**src/rtl/booth_multiplier_param.sv**
```systemverilog
`default_nettype none
// ============================================================================
// Module   : booth_multiplier_param
// Brief    : Sequential radix-4 Booth multiplier, WIDTH x WIDTH -> 2*WIDTH,
//            per-operation signed/unsigned mode, op_start/op_clear/op_done.
// Revision : 1.0 - initial release
// ============================================================================
module booth_multiplier_param #(
    parameter int WIDTH     = 64,
    parameter bit SIGNED_EN = 1'b1
) (
    input  logic               clk_i,
    input  logic               reset_i,
    input  logic               op_start_i,
    input  logic               op_clear_i,
    input  logic               signed_mode_i,
    input  logic [WIDTH-1:0]   multiplier_i,
    input  logic [WIDTH-1:0]   multiplicand_i,
    output logic               op_busy_o,
    output logic               op_done_o,
    output logic [2*WIDTH-1:0] result_o
);

    localparam int EXT_W = WIDTH + 2;
    localparam int ACC_W = EXT_W + 2;
    localparam int N_ITER = EXT_W / 2;
    localparam int CNT_W = $clog2(N_ITER + 1);
    localparam logic [CNT_W-1:0] C_LAST = CNT_W'(N_ITER);

    typedef enum logic [1:0] {
        S_IDLE = 2'd0,
        S_BUSY = 2'd1,
        S_DONE = 2'd2
    } state_t;

    state_t               state_q, state_d;
    logic [ACC_W-1:0]     acc_q, acc_d;
    logic [EXT_W:0]       mul_q, mul_d;
    logic [EXT_W-1:0]     mcand_q, mcand_d;
    logic [CNT_W-1:0]     cnt_q, cnt_d;
    logic                 busy_q, busy_d;
    logic                 done_q, done_d;
    logic [2*WIDTH-1:0]   result_q, result_d;

    logic                 w_signed;
    logic [EXT_W-1:0]     w_a_ext;
    logic [EXT_W-1:0]     w_b_ext;
    logic [ACC_W-1:0]     w_b_sx;
    logic [ACC_W-1:0]     w_addend;
    logic [ACC_W-1:0]     w_sum;
    logic [ACC_W-1:0]     w_acc_sh;
    logic [EXT_W:0]       w_mul_sh;

    generate
        if (SIGNED_EN) begin : g_signed_en
            assign w_signed = signed_mode_i;
        end else begin : g_unsigned_only
            assign w_signed = 1'b0;
        end
    endgenerate

    // Two extra bits keep unsigned operands positive under signed Booth recoding
    assign w_a_ext = w_signed ? {{2{multiplier_i[WIDTH-1]}}, multiplier_i}
                              : {2'b00, multiplier_i};
    assign w_b_ext = w_signed ? {{2{multiplicand_i[WIDTH-1]}}, multiplicand_i}
                              : {2'b00, multiplicand_i};

    assign w_b_sx = {{2{mcand_q[EXT_W-1]}}, mcand_q};

    always_comb begin
        w_addend = '0;
        case (mul_q[2:0])
            3'b001, 3'b010: w_addend = w_b_sx;
            3'b011:         w_addend = w_b_sx << 1;
            3'b100:         w_addend = -(w_b_sx << 1);
            3'b101, 3'b110: w_addend = -w_b_sx;
            default:        w_addend = '0;
        endcase
    end

    assign w_sum    = acc_q + w_addend;
    assign w_acc_sh = {{2{w_sum[ACC_W-1]}}, w_sum[ACC_W-1:2]};
    assign w_mul_sh = {w_sum[1:0], mul_q[EXT_W:2]};

    always_comb begin
        state_d  = state_q;
        acc_d    = acc_q;
        mul_d    = mul_q;
        mcand_d  = mcand_q;
        cnt_d    = cnt_q;
        busy_d   = busy_q;
        done_d   = done_q;
        result_d = result_q;
        if (op_clear_i) begin
            state_d  = S_IDLE;
            busy_d   = 1'b0;
            done_d   = 1'b0;
            result_d = '0;
            cnt_d    = '0;
        end else begin
            case (state_q)
                S_IDLE: begin
                    if (op_start_i) begin
                        acc_d   = '0;
                        mul_d   = {w_a_ext, 1'b0};
                        mcand_d = w_b_ext;
                        cnt_d   = '0;
                        busy_d  = 1'b1;
                        state_d = S_BUSY;
                    end
                end
                S_BUSY: begin
                    if (cnt_q == C_LAST) begin
                        // Multiplier bits are fully shifted out; product low half sits in mul_q
                        result_d = {acc_q[WIDTH-3:0], mul_q[EXT_W:1]};
                        done_d   = 1'b1;
                        busy_d   = 1'b0;
                        state_d  = S_DONE;
                    end else begin
                        acc_d = w_acc_sh;
                        mul_d = w_mul_sh;
                        cnt_d = cnt_q + CNT_W'(1);
                    end
                end
                S_DONE: begin
                    state_d = S_DONE;
                end
                default: begin
                    state_d = S_IDLE;
                end
            endcase
        end
    end

    always_ff @(posedge clk_i or posedge reset_i) begin
        if (reset_i) begin
            state_q  <= S_IDLE;
            acc_q    <= '0;
            mul_q    <= '0;
            mcand_q  <= '0;
            cnt_q    <= '0;
            busy_q   <= 1'b0;
            done_q   <= 1'b0;
            result_q <= '0;
        end else begin
            state_q  <= state_d;
            acc_q    <= acc_d;
            mul_q    <= mul_d;
            mcand_q  <= mcand_d;
            cnt_q    <= cnt_d;
            busy_q   <= busy_d;
            done_q   <= done_d;
            result_q <= result_d;
        end
    end

    assign op_busy_o = busy_q;
    assign op_done_o = done_q;
    assign result_o  = result_q;

endmodule
`default_nettype wire

```
**config.mk**
```make
export PLATFORM = sky130hd
export DESIGN_NAME = booth_multiplier_param
export DESIGN_NICKNAME = d
export VERILOG_FILES = /design/src/rtl/booth_multiplier_param.sv
export SDC_FILE = /design/constraint.sdc
export NUM_CORES = 1
export LEC_CHECK = 0
export ABC_AREA = 1
export CORE_MARGIN = 1
export CORE_UTILIZATION = 45
export DETAILED_ROUTE_END_ITERATION = 7
export MAX_ROUTING_LAYER = met4
export PLACE_DENSITY = 0.69
export SETUP_SLACK_MARGIN = 0.5
export SYNTH_ARGS = -nofsm -noshare
export SYNTH_HDL_FRONTEND = slang
export SYNTH_SLANG_ARGS = --single-unit
```
**constraint.sdc**
```tcl
create_clock -name clk_i -period 10.5 [get_ports clk_i]
set_input_delay 2.1 -clock clk_i [delete_from_list [all_inputs] [get_ports clk_i]]
set_output_delay 2.1 -clock clk_i [all_outputs]
set_load 0.02 [all_outputs]
```
==> Implementation_results.wiki <==
{| class="wikitable"
! Metric !! Value
|-
| Status || completed
|-
| Critical Path End Type || flop
|-
| Number of hold buffers added after CTS || 0
|-
| Classification of the worst setup path || in2reg
|-
| Clock period minus final worst setup slack || 5.56 ns
|-
| Post-cts sizing count || 0
|-
| CP peak stage delay || 0.89 ns
|-
| Register area share after synthesis || 37.9%
|-
| CTS tree || done
|-
| Dominant register cell in the synthesized netlist || sky130_fd_sc_hd__dfrtp_1
|-
| Cell types with the largest area share after synthesis || sky130_fd_sc_hd__dfrtp_1 38%, sky130_fd_sc_hd__nand2_1 14%, sky130_fd_sc_hd__o21ai_0 7.5%, sky130_fd_sc_hd__inv_1 6.9%, sky130_fd_sc_hd__nand3_1 6.6%
|-
| DRC Markers || 0
|-
| Count of standard-cell rows || 80
|-
| Iteration-0 DRC Markers || 2016
|-
| Core box area || 48100 sq um
|-
| Count of buffers inserted at the top-level ports || 262
|-
| Headroom to the max-slew limit || 29.9%
|-
| Data arrival at the endpoint of the critical path || 6.05 ns
|-
| Worst-Skew Late Latency || 0.59 ns
|-
| Dominant combinational cell family by area after synthesis || simple AND/OR/NAND/NOR gates
|-
| Die outline area || 50100 sq um
|-
| Most common cell in the netlist || sky130_fd_sc_hd__nand2_1
|-
| Cell type group with the largest total delay on the critical path || buffers and inverters
|-
| Startpoint type of the worst setup path || input port
|-
| Post-synthesis compound-gate area fraction || 16.8%
|-
| TritonCTS sink count || 336
|-
| Post-synthesis register bit count || 336
|-
| Top cell type's share of synthesized area || 37.9%
|-
| Share of cell area taken by muxes after synthesis || 0%
|-
| Worst vdd rail ir drop || 191 uV
|-
| Met1 Usage GRT || 46.0%
|-
| Number of iterations in the first detailed-routing pass || 5
|-
| Basic-gate share of the synthesized area counting and, or, nand and nor cells || 30.1%
|-
| Final Hold Violating Endpoints || 0
|-
| Critical path cell sequence || clkdlybuf4s50_1 -> a21oi_1 -> nand3_2 -> inv_4 -> buf_4 -> o211ai_1 -> o21ai_1
|-
| Vias per inst || 5.52
|-
| Number of maximum-capacitance violations || 0
|-
| RSZ-0062 raised after global routing || no
|-
| Fraction of the cycle the final worst path needs || 52.9%
|-
| # H-tree levels || 2
|-
| Synth area leader || sky130_fd_sc_hd__dfrtp_1
|-
| Largest net degree at the start of global routing || 115
|-
| GRT met3 Usage || 6.05%
|-
| Proportion of register bits with asynchronous set or reset after synthesis || 100%
|-
| Proportion of layout cells with a drive suffix above 1 || 4.18%
|-
| GP Congestion || 0.963
|-
| Post-synthesis instance total || 3211
|-
| CP Max Fanout || 114
|-
| Aggregate global routing overflow || 0
|-
| Per-cell routed wire length || 20.2 microns
|-
| Number of synthesized flops with an enable pin || 0
|-
| Mean cell area of the mapped netlist || 6.90 sq um
|-
| Maximum clock insertion buffer count || 3
|-
| Final setup vio count || 0
|-
| Post-CTS repair timing setup buffer count || 0
|-
| Post-detailed-placement half-perimeter wirelength || 64.1 mm
|-
| Worst-Margin Slew || 1.05 ns
|-
| Root buffer cell || sky130_fd_sc_hd__clkbuf_16
|-
| Buf+Inv Stages, Crit Path || 3
|-
| Antenna-violating nets left || 0
|-
| Count of boundary I/O pins || 263
|-
| Power density relative to cell area || 293 nW/um^2
|-
| Clock-pin slew reported for the worst setup and hold paths after clock tree synthesis || 0.06 ns
|-
| Synth Area in Adders || 4.21%
|-
| Peak Freq || 0.180 GHz
|-
| Width of the chip || 224 microns
|-
| First-pass GRT wire length || 127 mm
|-
| Final Slew Violations || 0
|-
| Count of nets after finishing || 3620
|-
| Number of distinct library cells after synthesis || 50
|-
| Number of filler instances in the final layout || 4657
|-
| Via count of the first global-routing pass || 21700
|-
| Final TNS setup || 0 ns
|-
| Tot GR Track Use || 34.0%
|-
| Initial core utilization || 46.0%
|-
| Mapped Area || 22200 sq um
|-
| Warnings, synthesis || 0
|-
| Total wire length || 82.7 mm
|-
| Commonest cells post-synth || 838 x sky130_fd_sc_hd__nand2_1, 410 x sky130_fd_sc_hd__inv_1, 336 x sky130_fd_sc_hd__dfrtp_1
|-
| Static leakage power || 12.2 nW
|-
| Number of CTS-inserted buffers || 40
|-
| Worst min-delay path category || reg2reg
|-
| Total Power || 7.82 mW
|-
| Crit-path slowest cell || sky130_fd_sc_hd__inv_4
|-
| Synth Area in XOR/XNOR || 1.54%
|-
| Required time worst endpoint || 10.99 ns
|-
| Nets in the synthesized netlist || 3418
|-
| Relative area change from synthesis to final layout || 20.6%
|-
| Via Count || 22700
|-
| Global routing met2 resource utilization || 51.3%
|-
| Most heavily used metal layer in global routing || met2
|-
| Y dimension of the die || 224 microns
|-
| Clock Skews || 0.0393 ns
|-
| Antenna violations before repair || 3
|}
-- final timing paths --
path	start	to	slack, ns	depth (start not counted)
setup reg to reg	mul_q[0]$_DFFE_PP0P_	acc_q[47]$_DFFE_PP0P_	5.70	21
min in group asynchronous	reset_i	mul_q[46]$_DFFE_PP0P_	1.78	2
max in group asynchronous	reset_i	mcand_q[61]$_DFFE_PP0P_	6.67	4
hold / removal	acc_q[64]$_DFFE_PP0P_	acc_q[64]$_DFFE_PP0P_	0.50	2
setup / recovery	op_clear_i	mul_q[4]$_DFFE_PP0P_	4.94	7
hold reg to reg	acc_q[64]$_DFFE_PP0P_	acc_q[64]$_DFFE_PP0P_	0.50	2
-- cells in the final DEF, fill, tap and decap left out, types with 5 or more instances in the layout --
| cell type | Yosys | routed |
|---|---|---|
| sky130_fd_sc_hd__nand2_1 | 838 | 837 |
| sky130_fd_sc_hd__inv_1 | 410 | 409 |
| sky130_fd_sc_hd__dfrtp_1 | 336 | 336 |
| sky130_fd_sc_hd__o21ai_0 | 333 | 333 |
| sky130_fd_sc_hd__nand3_1 | 290 | 290 |
| sky130_fd_sc_hd__nor2_1 | 288 | 286 |
| sky130_fd_sc_hd__clkdlybuf4s50_1 | 0 | 262 |
| sky130_fd_sc_hd__a21oi_1 | 146 | 146 |
| sky130_fd_sc_hd__ha_1 | 73 | 72 |
| sky130_fd_sc_hd__o211ai_1 | 65 | 65 |
| sky130_fd_sc_hd__nand4_1 | 42 | 42 |
| sky130_fd_sc_hd__clkbuf_16 | 0 | 40 |
| sky130_fd_sc_hd__xor2_1 | 38 | 38 |
| sky130_fd_sc_hd__o22ai_1 | 28 | 28 |
| sky130_fd_sc_hd__o21ai_1 | 27 | 27 |
| sky130_fd_sc_hd__nor3_1 | 23 | 22 |
| sky130_fd_sc_hd__o2111ai_1 | 20 | 20 |
| sky130_fd_sc_hd__buf_4 | 3 | 18 |
| sky130_fd_sc_hd__nor2_2 | 14 | 15 |
| sky130_fd_sc_hd__o21bai_1 | 15 | 15 |
| sky130_fd_sc_hd__nor2_4 | 10 | 11 |
| sky130_fd_sc_hd__nand3b_1 | 11 | 11 |
| sky130_fd_sc_hd__nor4_1 | 8 | 8 |
| sky130_fd_sc_hd__clkbuf_1 | 68 | 8 |
| sky130_fd_sc_hd__inv_2 | 7 | 7 |
| sky130_fd_sc_hd__clkinv_2 | 0 | 7 |
| sky130_fd_sc_hd__bufinv_16 | 0 | 7 |
| sky130_fd_sc_hd__nand2_2 | 6 | 6 |
| sky130_fd_sc_hd__a21o_1 | 6 | 6 |
| sky130_fd_sc_hd__o21a_1 | 5 | 5 |
| sky130_fd_sc_hd__or2_2 | 5 | 5 |
| sky130_fd_sc_hd__clkbuf_8 | 0 | 5 |
-- stage by stage --
step / util [%] / worst slack, ns / area [sq um] / hold slack [ns] / cells
2_1_floorplan: - / 3.91 / 22200 / 0.456 / 3211
3_3_place_gp: 52.5 / 4.55 / 25300 / 0.469 / 4027
4_1_cts: 55.5 / 5.01 / 26700 / 0.497 / 4099
3_5_place_dp: 52.5 / 4.44 / 25300 / 0.484 / 4027
5_1_grt: 55.5 / 4.70 / 26700 / 0.517 / 4102
6_report: 55.5 / 4.94 / 26700 / 0.499 / 4102
-- worst min-delay path: cells and delay by family, from the launching register on --
family	cells	cell delay, ns
flip-flops	1	0.34
AND/OR/NAND/NOR	2	0.12
-- logic make-up after synthesis --
| kind of cell | count (synthesis) |
|---|---|
| AOI/OAI and AO/OA | 664 |
| buffers and inverters | 541 |
| DFF | 336 |
| and+or+nand+nor | 1557 |
| xor gates and xnor gates | 39 |
| adders and majority gates | 74 |
-- per-layer routing --
layer / up-vias / share of wire [%]
li1: 11000 / -
met1: 10800 / 45
met5: - / 0
met2: 760 / 44
met4: 0 / 3.4
met3: 129 / 6.8
-- power by group --
part / switching, mW / leakage (nW) / internal [mW] / total (mW)
sequential: 0.319 / 4.45 / 1.66 / 1.98
combinational: 3.05 / 7.08 / 1.26 / 4.32
clock: 0.608 / 0.697 / 0.918 / 1.53
total: 3.98 / 12.2 / 3.84 / 7.82
-- flip-flops by register name, indices dropped and copies added, names as in the netlist --
signal / count
acc_q: 66
cnt_q: 6
mcand_q: 65
mul_q: 67
op_busy_o: 1
op_done_o: 1
result_o: 128
state_q: 2
-- final cells by class --
type                            count  area (sq um)  share of cell area (%)
Clock inverter                     19           328                    1.23
Multi-Input combinational cell   2334         11700                    43.8
Clock buffer                       53          1100                    4.12
Sequential cell                   336          8410                    31.5
Timing Repair Buffer              280          2760                    10.3
Tap cell                          656           821                    3.07
Inverter                          421          1590                    5.95
Antenna cell                        3          7.51                  0.0281
Power figures use the tool's default switching activity.
